===== src/rtl/bsg_manycore_npa_to_eva_pkg.sv =====
// rtl/bsg_manycore_npa_to_eva_pkg.sv - EVA layout types and field widths for NPA-to-EVA translation
package bsg_manycore_npa_to_eva_pkg;

  // Field widths of the vanilla-core EVA formats.
  localparam int max_global_x_cord_width_gp       = 6;
  localparam int max_global_y_cord_width_gp       = 6;
  localparam int global_epa_word_addr_width_gp    = 16;
  localparam int max_x_cord_width_gp              = 6;
  localparam int max_y_cord_width_gp              = 6;
  localparam int tile_group_epa_word_addr_width_gp = 15;
  localparam int host_dram_addr_width_gp          = 28;

  typedef enum logic [1:0] {
    e_eva_global     = 2'd0,
    e_eva_tile_group = 2'd1,
    e_eva_dram       = 2'd2,
    e_eva_host_dram  = 2'd3
  } eva_type_e;

  typedef struct packed {
    logic [1:0]                                  remote;
    logic [max_global_y_cord_width_gp-1:0]       y_cord;
    logic [max_global_x_cord_width_gp-1:0]       x_cord;
    logic [global_epa_word_addr_width_gp-1:0]    addr;
    logic [1:0]                                  low_bits;
  } bsg_manycore_global_addr_s;

  typedef struct packed {
    logic [2:0]                                  remote;
    logic [max_y_cord_width_gp-1:0]              y_cord;
    logic [max_x_cord_width_gp-1:0]              x_cord;
    logic [tile_group_epa_word_addr_width_gp-1:0] addr;
    logic [1:0]                                  low_bits;
  } bsg_manycore_tile_group_addr_s;

  typedef struct packed {
    logic [1:0]                                  is_host;
    logic [host_dram_addr_width_gp-1:0]          addr;
    logic [1:0]                                  low_bits;
  } bsg_manycore_host_dram_addr_s;

  // True when a zero-extended value has no set bits at or above the given width.
  function automatic logic fits_width(input logic [31:0] value, input int width);
    return (value >> width) == 32'd0;
  endfunction

endpackage


===== src/rtl/bsg_dff_en.sv =====
// rtl/bsg_dff_en.sv - enabled register without reset for pipeline payload
module bsg_dff_en #(
  parameter int width_p = 1
) (
  input  logic               clk_i,
  input  logic               en_i,
  input  logic [width_p-1:0] data_i,
  output logic [width_p-1:0] data_o
);

  // Payload only updates when the stage loads a new entry.
  always_ff @(posedge clk_i) begin
    if (en_i) data_o <= data_i;
  end

endmodule


===== src/rtl/bsg_dff_reset_en.sv =====
// rtl/bsg_dff_reset_en.sv - enabled register with synchronous active-high reset
module bsg_dff_reset_en #(
  parameter int width_p     = 1,
  parameter int reset_val_p = 0
) (
  input  logic               clk_i,
  input  logic               reset_i,
  input  logic               en_i,
  input  logic [width_p-1:0] data_i,
  output logic [width_p-1:0] data_o
);

  // Reset wins over enable so in-flight entries are dropped immediately.
  always_ff @(posedge clk_i) begin
    if (reset_i)   data_o <= width_p'(reset_val_p);
    else if (en_i) data_o <= data_i;
  end

endmodule


===== src/rtl/bsg_manycore_npa_classify.sv =====
// rtl/bsg_manycore_npa_classify.sv - combinational NPA address-space classification
module bsg_manycore_npa_classify
  import bsg_manycore_npa_to_eva_pkg::*;
#(
  parameter int x_cord_width_p = 4,
  parameter int y_cord_width_p = 4,
  parameter int num_tiles_y_p  = 4
) (
  input  logic [x_cord_width_p-1:0] x_cord_i,
  input  logic [y_cord_width_p-1:0] y_cord_i,
  input  logic                      epa_msb_i,
  input  logic [x_cord_width_p-1:0] tgo_x_i,
  input  logic [y_cord_width_p-1:0] tgo_y_i,
  input  logic [x_cord_width_p-1:0] tg_dim_x_i,
  input  logic [y_cord_width_p-1:0] tg_dim_y_i,
  input  logic                      dram_enable_i,
  output eva_type_e                 eva_type_o,
  output logic [x_cord_width_p-1:0] rel_x_o,
  output logic [y_cord_width_p-1:0] rel_y_o
);

  logic is_host, is_dram, in_tile_group;

  // Coordinates relative to the tile-group origin; a wrap lands far outside the group.
  assign rel_x_o = x_cord_i - tgo_x_i;
  assign rel_y_o = y_cord_i - tgo_y_i;

  assign is_host = ~dram_enable_i
                 & (y_cord_i == y_cord_width_p'(1))
                 & (x_cord_i == '0)
                 & epa_msb_i;

  // Top and bottom rows hold the vcaches.
  assign is_dram = (y_cord_i == '0)
                 | (y_cord_i == y_cord_width_p'(num_tiles_y_p + 1));

  assign in_tile_group = (rel_x_o < tg_dim_x_i) & (rel_y_o < tg_dim_y_i);

  // Host space outranks DRAM, which outranks the local tile group.
  always_comb begin
    eva_type_o = e_eva_global;
    if (is_host)            eva_type_o = e_eva_host_dram;
    else if (is_dram)       eva_type_o = e_eva_dram;
    else if (in_tile_group) eva_type_o = e_eva_tile_group;
  end

endmodule


===== src/rtl/bsg_manycore_npa_to_eva.sv =====
// rtl/bsg_manycore_npa_to_eva.sv - two-stage NPA (x,y,EPA) to vanilla-core EVA translator
module bsg_manycore_npa_to_eva
  import bsg_manycore_npa_to_eva_pkg::*;
#(
  parameter int data_width_p   = 32,
  parameter int addr_width_p   = 28,
  parameter int x_cord_width_p = 4,
  parameter int y_cord_width_p = 4,
  parameter int num_tiles_y_p  = 4,
  parameter int vcache_size_p  = 1024,
  parameter int tag_width_p    = 4
) (
  input  logic                      clk_i,
  input  logic                      reset_i,
  input  logic                      v_i,
  output logic                      ready_o,
  input  logic [x_cord_width_p-1:0] x_cord_i,
  input  logic [y_cord_width_p-1:0] y_cord_i,
  input  logic [addr_width_p-1:0]   epa_i,
  input  logic [tag_width_p-1:0]    tag_i,
  input  logic [x_cord_width_p-1:0] tgo_x_i,
  input  logic [y_cord_width_p-1:0] tgo_y_i,
  input  logic [x_cord_width_p-1:0] tg_dim_x_i,
  input  logic [y_cord_width_p-1:0] tg_dim_y_i,
  input  logic                      dram_enable_i,
  output logic                      v_o,
  input  logic                      yumi_i,
  output logic [data_width_p-1:0]   eva_o,
  output logic [1:0]                eva_type_o,
  output logic [tag_width_p-1:0]    tag_o,
  output logic                      is_invalid_o
);

  localparam int lg_vcache_size_lp = $clog2(vcache_size_p);
  localparam int s1_width_lp = 3*x_cord_width_p + 3*y_cord_width_p + addr_width_p + tag_width_p + 1;
  localparam int s2_width_lp = 2 + 2*x_cord_width_p + 2*y_cord_width_p + addr_width_p + tag_width_p + 1;

  logic s1_v, s2_v, s2_en;

  // Stage 1: raw request plus the configuration snapshot taken at acceptance.
  logic [s1_width_lp-1:0]    s1_data;
  logic [x_cord_width_p-1:0] s1_x, s1_tgo_x, s1_dim_x;
  logic [y_cord_width_p-1:0] s1_y, s1_tgo_y, s1_dim_y;
  logic [addr_width_p-1:0]   s1_epa;
  logic [tag_width_p-1:0]    s1_tag;
  logic                      s1_dram_en;

  // Classification result computed on stage-1 contents.
  eva_type_e                 s1_type;
  logic [x_cord_width_p-1:0] s1_rel_x;
  logic [y_cord_width_p-1:0] s1_rel_y;

  // Stage 2: classified request awaiting EVA formation and consumption.
  logic [s2_width_lp-1:0]    s2_data;
  logic [1:0]                s2_type;
  logic [x_cord_width_p-1:0] s2_x, s2_rel_x;
  logic [y_cord_width_p-1:0] s2_y, s2_rel_y;
  logic [addr_width_p-1:0]   s2_epa;
  logic [tag_width_p-1:0]    s2_tag;
  logic                      s2_dram_en;

  // Stage 2 can load when empty or being drained; stage 1 can load when empty or moving on.
  assign s2_en   = ~s2_v | yumi_i;
  assign ready_o = ~s2_v | yumi_i | ~s1_v;

  bsg_dff_reset_en #(.width_p(1)) s1_v_reg (
    .clk_i   (clk_i),
    .reset_i (reset_i),
    .en_i    (ready_o),
    .data_i  (v_i),
    .data_o  (s1_v)
  );

  bsg_dff_en #(.width_p(s1_width_lp)) s1_payload_reg (
    .clk_i  (clk_i),
    .en_i   (ready_o & v_i),
    .data_i ({x_cord_i, y_cord_i, epa_i, tag_i, tgo_x_i, tgo_y_i,
              tg_dim_x_i, tg_dim_y_i, dram_enable_i}),
    .data_o (s1_data)
  );

  assign {s1_x, s1_y, s1_epa, s1_tag, s1_tgo_x, s1_tgo_y,
          s1_dim_x, s1_dim_y, s1_dram_en} = s1_data;

  bsg_manycore_npa_classify #(
    .x_cord_width_p (x_cord_width_p),
    .y_cord_width_p (y_cord_width_p),
    .num_tiles_y_p  (num_tiles_y_p)
  ) classify (
    .x_cord_i      (s1_x),
    .y_cord_i      (s1_y),
    .epa_msb_i     (s1_epa[addr_width_p-1]),
    .tgo_x_i       (s1_tgo_x),
    .tgo_y_i       (s1_tgo_y),
    .tg_dim_x_i    (s1_dim_x),
    .tg_dim_y_i    (s1_dim_y),
    .dram_enable_i (s1_dram_en),
    .eva_type_o    (s1_type),
    .rel_x_o       (s1_rel_x),
    .rel_y_o       (s1_rel_y)
  );

  bsg_dff_reset_en #(.width_p(1)) s2_v_reg (
    .clk_i   (clk_i),
    .reset_i (reset_i),
    .en_i    (s2_en),
    .data_i  (s1_v),
    .data_o  (s2_v)
  );

  bsg_dff_en #(.width_p(s2_width_lp)) s2_payload_reg (
    .clk_i  (clk_i),
    .en_i   (s2_en & s1_v),
    .data_i ({s1_type, s1_x, s1_y, s1_rel_x, s1_rel_y, s1_epa, s1_tag, s1_dram_en}),
    .data_o (s2_data)
  );

  assign {s2_type, s2_x, s2_y, s2_rel_x, s2_rel_y, s2_epa, s2_tag, s2_dram_en} = s2_data;

  // Zero-extended operands so every format is built with the same 32-bit arithmetic.
  logic [31:0] x_ext, y_ext, rel_x_ext, rel_y_ext, epa_ext, epa_no_msb;
  assign x_ext      = 32'(s2_x);
  assign y_ext      = 32'(s2_y);
  assign rel_x_ext  = 32'(s2_rel_x);
  assign rel_y_ext  = 32'(s2_rel_y);
  assign epa_ext    = 32'(s2_epa);
  assign epa_no_msb = epa_ext & ((32'd1 << (addr_width_p - 1)) - 32'd1);

  bsg_manycore_global_addr_s     global_addr;
  bsg_manycore_tile_group_addr_s tg_addr;
  bsg_manycore_host_dram_addr_s  host_addr;
  logic [31:0]                   eva_raw;
  logic                          invalid;

  // Stage 2: build the EVA for the class chosen in stage 1, or flag it unrepresentable.
  always_comb begin
    global_addr = '0;
    tg_addr     = '0;
    host_addr   = '0;
    eva_raw     = '0;
    invalid     = 1'b0;
    unique case (eva_type_e'(s2_type))
      e_eva_host_dram: begin
        host_addr.is_host = 2'b11;
        host_addr.addr    = epa_no_msb[host_dram_addr_width_gp-1:0];
        eva_raw           = host_addr;
      end
      e_eva_dram: begin
        // The striped hash used with DRAM mode enabled cannot be undone here.
        if (s2_dram_en || !fits_width(epa_ext, lg_vcache_size_lp)) begin
          invalid = 1'b1;
        end else begin
          eva_raw = 32'h8000_0000
                  | (32'(s2_y != '0) << (2 + lg_vcache_size_lp + x_cord_width_p))
                  | (x_ext << (2 + lg_vcache_size_lp))
                  | (epa_ext << 2);
        end
      end
      e_eva_tile_group: begin
        if (!fits_width(rel_x_ext, max_x_cord_width_gp)
            || !fits_width(rel_y_ext, max_y_cord_width_gp)
            || !fits_width(epa_ext, tile_group_epa_word_addr_width_gp)) begin
          invalid = 1'b1;
        end else begin
          tg_addr.remote = 3'b001;
          tg_addr.y_cord = rel_y_ext[max_y_cord_width_gp-1:0];
          tg_addr.x_cord = rel_x_ext[max_x_cord_width_gp-1:0];
          tg_addr.addr   = epa_ext[tile_group_epa_word_addr_width_gp-1:0];
          eva_raw        = tg_addr;
        end
      end
      e_eva_global: begin
        if (!fits_width(x_ext, max_global_x_cord_width_gp)
            || !fits_width(y_ext, max_global_y_cord_width_gp)
            || !fits_width(epa_ext, global_epa_word_addr_width_gp)) begin
          invalid = 1'b1;
        end else begin
          global_addr.remote = 2'b01;
          global_addr.y_cord = y_ext[max_global_y_cord_width_gp-1:0];
          global_addr.x_cord = x_ext[max_global_x_cord_width_gp-1:0];
          global_addr.addr   = epa_ext[global_epa_word_addr_width_gp-1:0];
          eva_raw            = global_addr;
        end
      end
    endcase
  end

  // Outputs read as zero whenever no result is presented, including right after reset.
  assign v_o          = s2_v;
  assign eva_o        = (s2_v & ~invalid) ? data_width_p'(eva_raw) : '0;
  assign eva_type_o   = s2_v ? s2_type : 2'b00;
  assign tag_o        = s2_v ? s2_tag : '0;
  assign is_invalid_o = s2_v & invalid;

  // A consumer may only take a result while one is being presented.
  always_ff @(posedge clk_i) begin
    if (!reset_i) assert (!(yumi_i && !v_o));
  end

endmodule


===== config.mk =====
export PLATFORM = sky130hd
export DESIGN_NAME = bsg_manycore_npa_to_eva
export DESIGN_NICKNAME = d
export VERILOG_FILES = /design/src/rtl/bsg_manycore_npa_to_eva_pkg.sv /design/src/rtl/bsg_dff_en.sv /design/src/rtl/bsg_dff_reset_en.sv /design/src/rtl/bsg_manycore_npa_classify.sv /design/src/rtl/bsg_manycore_npa_to_eva.sv
export SDC_FILE = /design/constraint.sdc
export NUM_CORES = 1
export LEC_CHECK = 0
export BUFFER_PORTS_ARGS = -buffer_cell sky130_fd_sc_hd__buf_2
export CORE_ASPECT_RATIO = 1.5
export CORE_UTILIZATION = 35
export DETAILED_ROUTE_END_ITERATION = 6
export RECOVER_POWER = 50
export SLEW_MARGIN = 5
export SYNTH_ARGS = -nofsm -noshare
export SYNTH_HDL_FRONTEND = slang
export SYNTH_SLANG_ARGS = --single-unit

===== constraint.sdc =====
create_clock -name clk_i -period 8.6 [get_ports clk_i]
set_input_delay 0.43 -clock clk_i [delete_from_list [all_inputs] [get_ports clk_i]]
set_output_delay 0.43 -clock clk_i [all_outputs]
set_load 0.05 [all_outputs]

==> reports/results.ini <==
[grt]
grt_pass1_wl_um = 13090
grt.overflow.total = 0
grt_max_degree = 58
grt_util_all_layers_pct = 13.33
grt_pass1_vias = 2657
antenna_found_initial = 0

[cells_and_area]
layout.nets = 456
diodes = 0
layout_commonest_cell = edfxtp_1
post-route-util_pct = 43.38
area_growth_pct = 19.86
drive_gt1_share_pct = 35.84
mostFrequentLayoutCells = edfxtp_1, buf_2, inv_1
fill_cells = 1184
final_cells = 541

[drt]
postRouteAntennaNets = 0
routed_wl_um = 8537
drt_iter0_drc = 144
drc = 0
drtPass1Iterations = 4
avgRoutedWirePerCell_um = 15.78
vias_per_cell = 4.843
num_vias = 2620

[clock_network]
cts_buffer_depth = 2
post_cts_buffers = 0
clkSinkCount = 110
cts_max_level = 3
cts_resized = 0
cts_tree = yes
clock-root-buffer = clkbuf_16
postCtsHoldBufs = 0
clk_pin_slew_ns = 0.07
clk_latency_ns = 0.34
cts-buffers-inserted = 9

[critical_path]
cp.arrival_ns = 3.18
path_max_fanout = 20
crit_type = reg -> out
startpoint_type = register
required_ns = 8.17
endpoint_kind = primary output

[logic_synthesis]
avgSynthCellArea_um2 = 16.39
synth-warning-count = 0
synth_edf_count = 108
syn_inst = 279
synth_cell_types = 45
synth.cell_area_um2 = 4573
yosys-top-cells-area = edfxtp_1, ha_1, nor3b_1
synthArstFlopShare_pct = 0
synth_top_cell_by_area = edfxtp_1
synth_ff_type = edfxtp_1
yosysSeqAreaShare_pct = 71.79
synth_top_area_share_pct = 70.92
synth-seq-cells = 110

[floorplanning]
die_h_um = 142.0
io_pins = 102
dieArea_um2 = 13540
die-width_um = 95.33
core_um2 = 12640
row_count = 50
initial_core_util_pct = 36.19

[timing]
fmax_mhz = 276.9
period_share_pct = 41.99
setup_viol = 0
slew_violations = 52
slew_headroom_pct = -73.49
tightest_slew_ns = 2.602
finalHoldViolCount = 0
finClkSkew_ns = 0.007719
period_needed_ns = 3.611
setup_tns_ns = 0
rsz0062_at_grt = false

[pwr]
power_leakage_nw = 2.074
ir_drop_mv = 0.1211
p_per_area_nw_per_um2 = 202.8

[min_path]
hold_path_class = in -> reg

[outcome]
outcome = finished with violations
violations = capacitance limit, slew limit

[placement]
dp_hpwl_um = 6398
numPortBuffers = 99
dp.cells = 526
gp_congestion = 0.7911

[run]
drv_cap = 1

[cell type report]
| type | count | area [um^2] | area share [%] |
|---|---|---|---|
| inverters | 19 | 71.32 | 1.301 |
| multi-input cells | 138 | 1149 | 20.95 |
| clock inverters | 6 | 37.54 | 0.6848 |
| well taps | 156 | 195.2 | 3.561 |
| flip-flops and latches | 110 | 3283 | 59.89 |
| clock buffers | 9 | 225.2 | 4.109 |
| repair buffers | 103 | 520.5 | 9.496 |
[power breakdown]
part / internal [W] / total (W) / leakage (nW) / switching, W
clock: 0.000194 / 0.000368 / 0.127 / 0.000174
combinational: 0.0000352 / 0.000102 / 0.897 / 0.0000670
sequential: 0.000627 / 0.000641 / 1.05 / 0.0000147
[cells by family after synthesis]
kind of cell | after synthesis | share of synthesized area, %
flip-flops | 110 | 71.79
AND/OR/NAND/NOR | 73 | 11.11
AO/OA/AOI/OAI | 42 | 8.153
buffers and inverters | 32 | 3.365
adder cells (fa/ha/maj) | 14 | 4.159
XOR/XNOR | 7 | 1.341
other | 1 | 0.08200
[final timing paths]
| path | slack [ns] | cells after the start | to | from |
|---|---|---|---|---|
| worst max register to register | 5.61 | 4 | s2_payload_reg.data_o[49] | s2_v_reg.data_o |
| worst max-delay path | 4.99 | 6 | eva_o[22] | s2_payload_reg.data_o[28] |
| worst min register to register | 0.41 | 0 | s2_payload_reg.data_o[15] | s1_payload_reg.data_o[31] |
| worst min-delay path | 0.26 | 1 | s1_payload_reg.data_o[14] | tgo_x_i[1] |
[sequential cells by signal (all words and copies together) (netlist names)]
register,count
s2_v_reg.data_o,1
s2_payload_reg.data_o,51
s1_payload_reg.data_o,57
s1_v_reg.data_o,1
[cells in the mapped netlist, drive strengths merged, types with 2 or more instances]
cell type    n
nand2       15
xor2         2
clkbuf       5
a2111oi      3
nor4         5
nor3         8
and2         8
o22ai        2
xnor2        5
nor2        11
or4          5
a22oi        7
a41oi        4
ha          12
dfxtp        2
nor4b        3
edfxtp     108
a21o         2
fa           2
inv         19
a21oi        4
o21ai        4
a31oi        5
buf          8
a211oi      10
nor3b       11
[per-layer routing]
| layer | global-route usage (%) | routed length (um) | share of wire, % | vias to the layer above |
|---|---|---|---|---|
| met5 | 0 | 0 | 0 | - |
| met1 | 14.21 | 3221 | 38 | 1244 |
| met2 | 24.36 | 4602 | 54 | 87 |
| li1 | - | - | - | 1273 |
| met3 | 3.098 | 474 | 5.6 | 16 |
| met4 | 5.901 | 238 | 2.8 | 0 |
[worst max-delay path, stage by stage (launching register included)]
cell       delay (ns)
edfxtp_1         0.42
or4_1            0.73
nor3_4           0.44
a22oi_2          0.29
buf_4            0.30
a2111oi_4        0.33
buf_2            0.31
[stage by stage]
step                area [um^2]  hold slack, ns  setup slack, ns  total power, W
floorplan                  4577          0.4003            5.071       0.0007214
global placement           5224          0.4023            5.475       0.0007543
detailed placement         5224          0.4052            5.351       0.0007571
CTS                        5487          0.2447            4.947        0.001126
global route               5482          0.2424            4.838        0.001159
finish                     5482          0.2582            4.989        0.001112
Note: power is estimated with default switching activity, not from simulation.
